$ cat config.mk
export PLATFORM = sky130hd
export DESIGN_NAME = call_panel
export DESIGN_NICKNAME = d
export VERILOG_FILES = /design/src/rtl/call_panel.sv
export SDC_FILE = /design/constraint.sdc
export NUM_CORES = 1
export LEC_CHECK = 0
export CORE_ASPECT_RATIO = 0.8
export CORE_MARGIN = 3
export CORE_UTILIZATION = 51
export DETAILED_ROUTE_END_ITERATION = 7
export GPL_TIMING_DRIVEN = 0
export PLACE_DENSITY = 0.78
export SETUP_SLACK_MARGIN = 0.3
export SYNTH_ARGS = -nofsm -noshare
export SYNTH_HDL_FRONTEND = slang
export SYNTH_SLANG_ARGS = --single-unit
$ cat constraint.sdc
create_clock -name clk -period 2.1 [get_ports clk]
set_input_delay 0.21 -clock clk [delete_from_list [all_inputs] [get_ports clk]]
set_output_delay 0.21 -clock clk [all_outputs]
set_load 0.05 [all_outputs]
$ cat src/rtl/call_panel.sv
// Hall call panel: synchronizes and debounces four floor buttons, latches the
// accepted presses as pending requests, and flags requests left unserved too long.
module call_panel #(
   parameter int DEBOUNCE = 4,
   parameter int TIMEOUT  = 255
) (
   input  logic       clk,
   input  logic       reset,
   input  logic [3:0] btn,
   input  logic       door_open,
   input  logic [1:0] curr_floor,
   output logic [3:0] req,
   output logic [3:0] lamp,
   output logic [3:0] overdue
);

   typedef enum logic [1:0] {LOW, RISE_WAIT, HIGH, FALL_WAIT} deb_state_t;

   localparam logic [3:0] DEB_LIM  = 4'(DEBOUNCE);
   localparam logic [7:0] WAIT_LIM = 8'(TIMEOUT);

   logic [3:0] sync_a;
   logic [3:0] sync_b;
   deb_state_t state      [4];
   deb_state_t state_next [4];
   logic [3:0] cnt        [4];
   logic [3:0] cnt_next   [4];
   logic [3:0] press;
   logic [3:0] clear;
   logic [3:0] req_next;
   logic [7:0] wait_cnt   [4];
   logic [7:0] wait_next  [4];
   logic [3:0] overdue_next;

   always_ff @(posedge clk or negedge reset) begin
      if (!reset) begin
         sync_a <= '0;
         sync_b <= '0;
      end else begin
         sync_a <= btn;
         sync_b <= sync_a;
      end
   end

   always_ff @(posedge clk or negedge reset) begin
      if (!reset) begin
         for (int f = 0; f < 4; f++) begin
            state[f] <= LOW;
            cnt[f]   <= '0;
         end
      end else begin
         for (int f = 0; f < 4; f++) begin
            state[f] <= state_next[f];
            cnt[f]   <= cnt_next[f];
         end
      end
   end

   // A press is only the LOW/RISE_WAIT -> HIGH transition; FALL_WAIT -> HIGH is a glitch recovery.
   always_comb begin
      press = '0;
      for (int f = 0; f < 4; f++) begin
         state_next[f] = state[f];
         cnt_next[f]   = cnt[f];
         case (state[f])
            LOW: begin
               if (sync_b[f]) begin
                  if (DEB_LIM == 4'd1) begin
                     state_next[f] = HIGH;
                     cnt_next[f]   = '0;
                     press[f]      = 1'b1;
                  end else begin
                     state_next[f] = RISE_WAIT;
                     cnt_next[f]   = 4'd1;
                  end
               end
            end
            RISE_WAIT: begin
               if (sync_b[f]) begin
                  if (cnt[f] + 4'd1 == DEB_LIM) begin
                     state_next[f] = HIGH;
                     cnt_next[f]   = '0;
                     press[f]      = 1'b1;
                  end else begin
                     cnt_next[f] = cnt[f] + 4'd1;
                  end
               end else begin
                  state_next[f] = LOW;
                  cnt_next[f]   = '0;
               end
            end
            HIGH: begin
               if (!sync_b[f]) begin
                  if (DEB_LIM == 4'd1) begin
                     state_next[f] = LOW;
                     cnt_next[f]   = '0;
                  end else begin
                     state_next[f] = FALL_WAIT;
                     cnt_next[f]   = 4'd1;
                  end
               end
            end
            FALL_WAIT: begin
               if (!sync_b[f]) begin
                  if (cnt[f] + 4'd1 == DEB_LIM) begin
                     state_next[f] = LOW;
                     cnt_next[f]   = '0;
                  end else begin
                     cnt_next[f] = cnt[f] + 4'd1;
                  end
               end else begin
                  state_next[f] = HIGH;
                  cnt_next[f]   = '0;
               end
            end
            default: begin
               state_next[f] = LOW;
               cnt_next[f]   = '0;
            end
         endcase
      end
   end

   // Door service at the current floor overrides a same-edge press on that floor.
   always_comb begin
      clear        = '0;
      req_next     = '0;
      overdue_next = '0;
      for (int f = 0; f < 4; f++) begin
         clear[f]    = door_open && (curr_floor == 2'(f));
         req_next[f] = (req[f] | press[f]) & ~clear[f];
         if (clear[f] || !req[f]) begin
            wait_next[f] = '0;
         end else if (wait_cnt[f] >= WAIT_LIM) begin
            wait_next[f] = WAIT_LIM;
         end else begin
            wait_next[f] = wait_cnt[f] + 8'd1;
         end
         overdue_next[f] = req_next[f] && (wait_next[f] == WAIT_LIM);
      end
   end

   always_ff @(posedge clk or negedge reset) begin
      if (!reset) begin
         req     <= '0;
         overdue <= '0;
         for (int f = 0; f < 4; f++) begin
            wait_cnt[f] <= '0;
         end
      end else begin
         req     <= req_next;
         overdue <= overdue_next;
         for (int f = 0; f < 4; f++) begin
            wait_cnt[f] <= wait_next[f];
         end
      end
   end

   assign lamp = req;

endmodule

==> results.md <==
* Worst-path clk slew at 0.07 ns
* Register area at 1810 µm²
* Status: complete, but fails checks
* Setup TNS at 0 ns
* Placer Congestion at 0.808
* H-tree depth at 3
* Dpl cells at 450
* FFs w/ async S/R, synth at 100%
* Die width at 99.1 µm
* Overall Power at 0.00402 W
* Most common cell after layout, fill and taps aside: dfrtp_1
* Max clock buf depth at 2
* Reg2reg start: cnt[8]$_DFFE_PN0P_
* Levels on crit path at 5
* Reg2reg path depth at 5
* Clk Latency, worst-skew pair at 0.35 ns
* #FFs+latches synth at 72
* Die ar. at 7980 µm²
* Number of enable flip-flop cells after synthesis at 0
* Synth cell types at 59
* PwrDens at 975 nW/µm²
* Arrival @ worst endpoint at 2.01 ns
* Grt met1 use at 21.6%
* Crit path cell chain: ha_2, nand3b_1, o31ai_4, and2_4, mux2_1
* Post-Syn Nets at 368
* TritonCTS Buffers at 9
* DRT iter0 DRCs at 154
* GRT Overall Usage at 17.3%
* Top FF cell, synth: dfrtp_1
* Final min period at 1.78 ns
* Maximum fanout along the worst path at 7
* DR pass1 iterations at 4
* Vias per inst at 5.63
* RSZ-0062 raised after global routing: yes
* Clock sink count at 72
* Initial antenna violation count at 0
* Max Fclk at 563 MHz
* Hold WS at -0.0339 ns
* Cell Count, Final, Fillers Out at 470
* Final Hold Vio Count at 29
* Synthesized area at 3540 µm²
* Layout cells sized above 1 at 13.0%
* Crit-path leading delay family: flip-flops
* Hold/Removal Path Class: in -> async
* Final setup viols at 0
* Post-DRT Antenna Nets at 0
* Vert. Die Dim at 80.5 µm
* Filler cells at 535
* Final Max Slew Viols at 0
* Number of global-route vias before repair at 2,459
* Initial core utilization at 53.9%
* Port Buf Inserts at 19
* Multi-input logic area at 1690 µm²
* Row cnt at 26
* Nets at 403
* Syn avg cell area at 10.2 µm²
* Final HPWL DP at 4290 µm
* Worst path bufs/invs at 0
* # DRC at 0
* WL/cell at 13.6 µm
* First-pass GRT wire length at 11,000 µm
* Overflow left after global routing at 0
* Synth-to-Final Area Change at 16.4%
* GRT met2 Usage at 28.6%
* Worst slew margin at 41.9%
* Failing checks: negative hold slack
* Commonest non-fill, non-tap cells in the layout: dfrtp_1, nand2_1, nor2_1, a21oi_1, nand3_1
* Max_cap viols at 0
* Hold_buf cts at 0
* CP max-delay cell: dfrtp_2
* Setup slack, reg-to-reg at 0.32 ns
* Placeable Area at 6570 µm²
* CTS Root Cell: clkbuf_8
* Sequential share of the synthesized area at 50.9%
* CP startpoint kind: flop
* WL final at 6410 µm
* CP required at 2.33 ns
* Critical path class: reg -> reg
* Most congested layer reported by global routing: met2
* Number of antenna diodes at 0
* Crit path largest cell delay at 0.45 ns
* Vias at 2,648
* Crit end category: flop
* Tcrit/Tclk final at 84.6%
* TritonCTS clock tree: yes
* Synthesized instance count at 347
* Final Util at 62.7%
* Least-Margin Pin Slew at 0.871 ns
* Worst setup startpoint: cnt[8]$_DFFE_PN0P_
* I/O pin total at 21
* Largest net degree at the start of global routing at 73
* Worst VDD drop at 0.624 mV
* Met3 Usage GRT at 6.25%
* Synth warn at 0
* Skew final at 0.00598 ns
* Static Leak at 1.81 nW
[sequential cells by signal, indices dropped and copies added, names as in the netlist, named ones only]
| signal | flops |
|---|---|
| state | 4 |
| lamp | 4 |
| sync_a | 4 |
| overdue | 4 |
| sync_b | 4 |
| wait_cnt | 32 |
| cnt | 16 |
[report_power, final]
group	internal, W	leakage (nW)	switching (W)	total (W)
Sequential	0.00161	0.955	0.000247	0.00185
Clock	0.000572	0.0904	0.000514	0.00109
Combinational	0.000461	0.765	0.000618	0.00108
Total	0.00264	1.81	0.00138	0.00402
[cells by family after synthesis]
family / share of synthesized area [%]
adder cells (fa/ha/maj): 4.24
multiplexers: 2.44
buffers and inverters: 2.72
flip-flops: 50.9
AO/OA/AOI/OAI: 12.9
AND/OR/NAND/NOR: 20.6
XOR/XNOR: 6.19
[final cells by class]
cell class,count,area share [%]
well taps,84,2.55
flip-flops and latches,72,43.8
clock inverters,5,1.40
multi-input cells,254,41.0
clock buffers,10,3.34
plain buffers,11,1.40
inverters,10,0.941
repair buffers,24,5.53
[what timing repair did]
action / in CTS / in global routing
setup buffers: 1 / 4
gates cloned: 0 / 0
endpoints found under the setup margin: 7 / 6
gates resized for setup: 9 / 11
pin swaps: 2 / 5
[how the worst min path moves through the flow]
stage	slack [ns]	start	to
after detailed placement	0.33	sync_a[3]$_DFF_PN0_	sync_b[3]$_DFF_PN0_
after global placement	0.33	sync_a[0]$_DFF_PN0_	sync_b[0]$_DFF_PN0_
after global routing	0.05	reset	overdue[2]$_DFF_PN0_
after CTS	0.01	reset	wait_cnt[14]$_DFF_PN0_
after floorplan	-0.09	reset	async pin
final	-0.03	reset	wait_cnt[14]$_DFF_PN0_
[Yosys cell counts, types with 3 or more instances]
cell type	instances	share of area (%)
and4_1	3	0.74
nor3_1	6	0.85
a211oi_1	7	1.5
nor2_1	27	2.9
mux2i_1	3	0.85
dfrtp_1	72	51
nand4_1	5	0.88
nand4b_1	4	0.99
o22ai_1	8	1.4
a21oi_1	26	3.7
buf_4	4	0.85
nor2b_1	3	0.53
nand2b_1	4	0.71
clkbuf_1	6	0.64
ha_1	12	4.2
inv_1	9	0.95
mux2_2	3	0.95
o21ai_0	5	0.71
xnor2_1	14	3.5
and3_1	6	1.1
nand3_1	19	2.7
nand2_1	40	4.2
nand3b_1	4	0.85
xor2_1	11	2.7
and2_1	4	0.71
[worst register-to-register path, stage by stage, from the launching register on]
cell and delay (ns):
dfrtp_2 0.45, ha_2 0.22, nand3b_1 0.21, o31ai_4 0.27, and2_4 0.20, mux2_1 0.31
[routing by layer]
layer  part of all wire, %  vias to the layer above
met5                     0                        -
met4                  0.62                        0
met3                   4.1                        5
met2                    49                       46
met1                    46                     1287
li1                      -                     1310
[stage by stage]
step	setup WS (ns)	instance area (µm²)
3_5_place_dp	0.242	3830
3_3_place_gp	-1.64	3830
6_report	0.324	4120
2_1_floorplan	0.408	3540
5_1_grt	0.251	4120
4_1_cts	0.306	4060
Note: power is estimated with default switching activity, not from simulation.
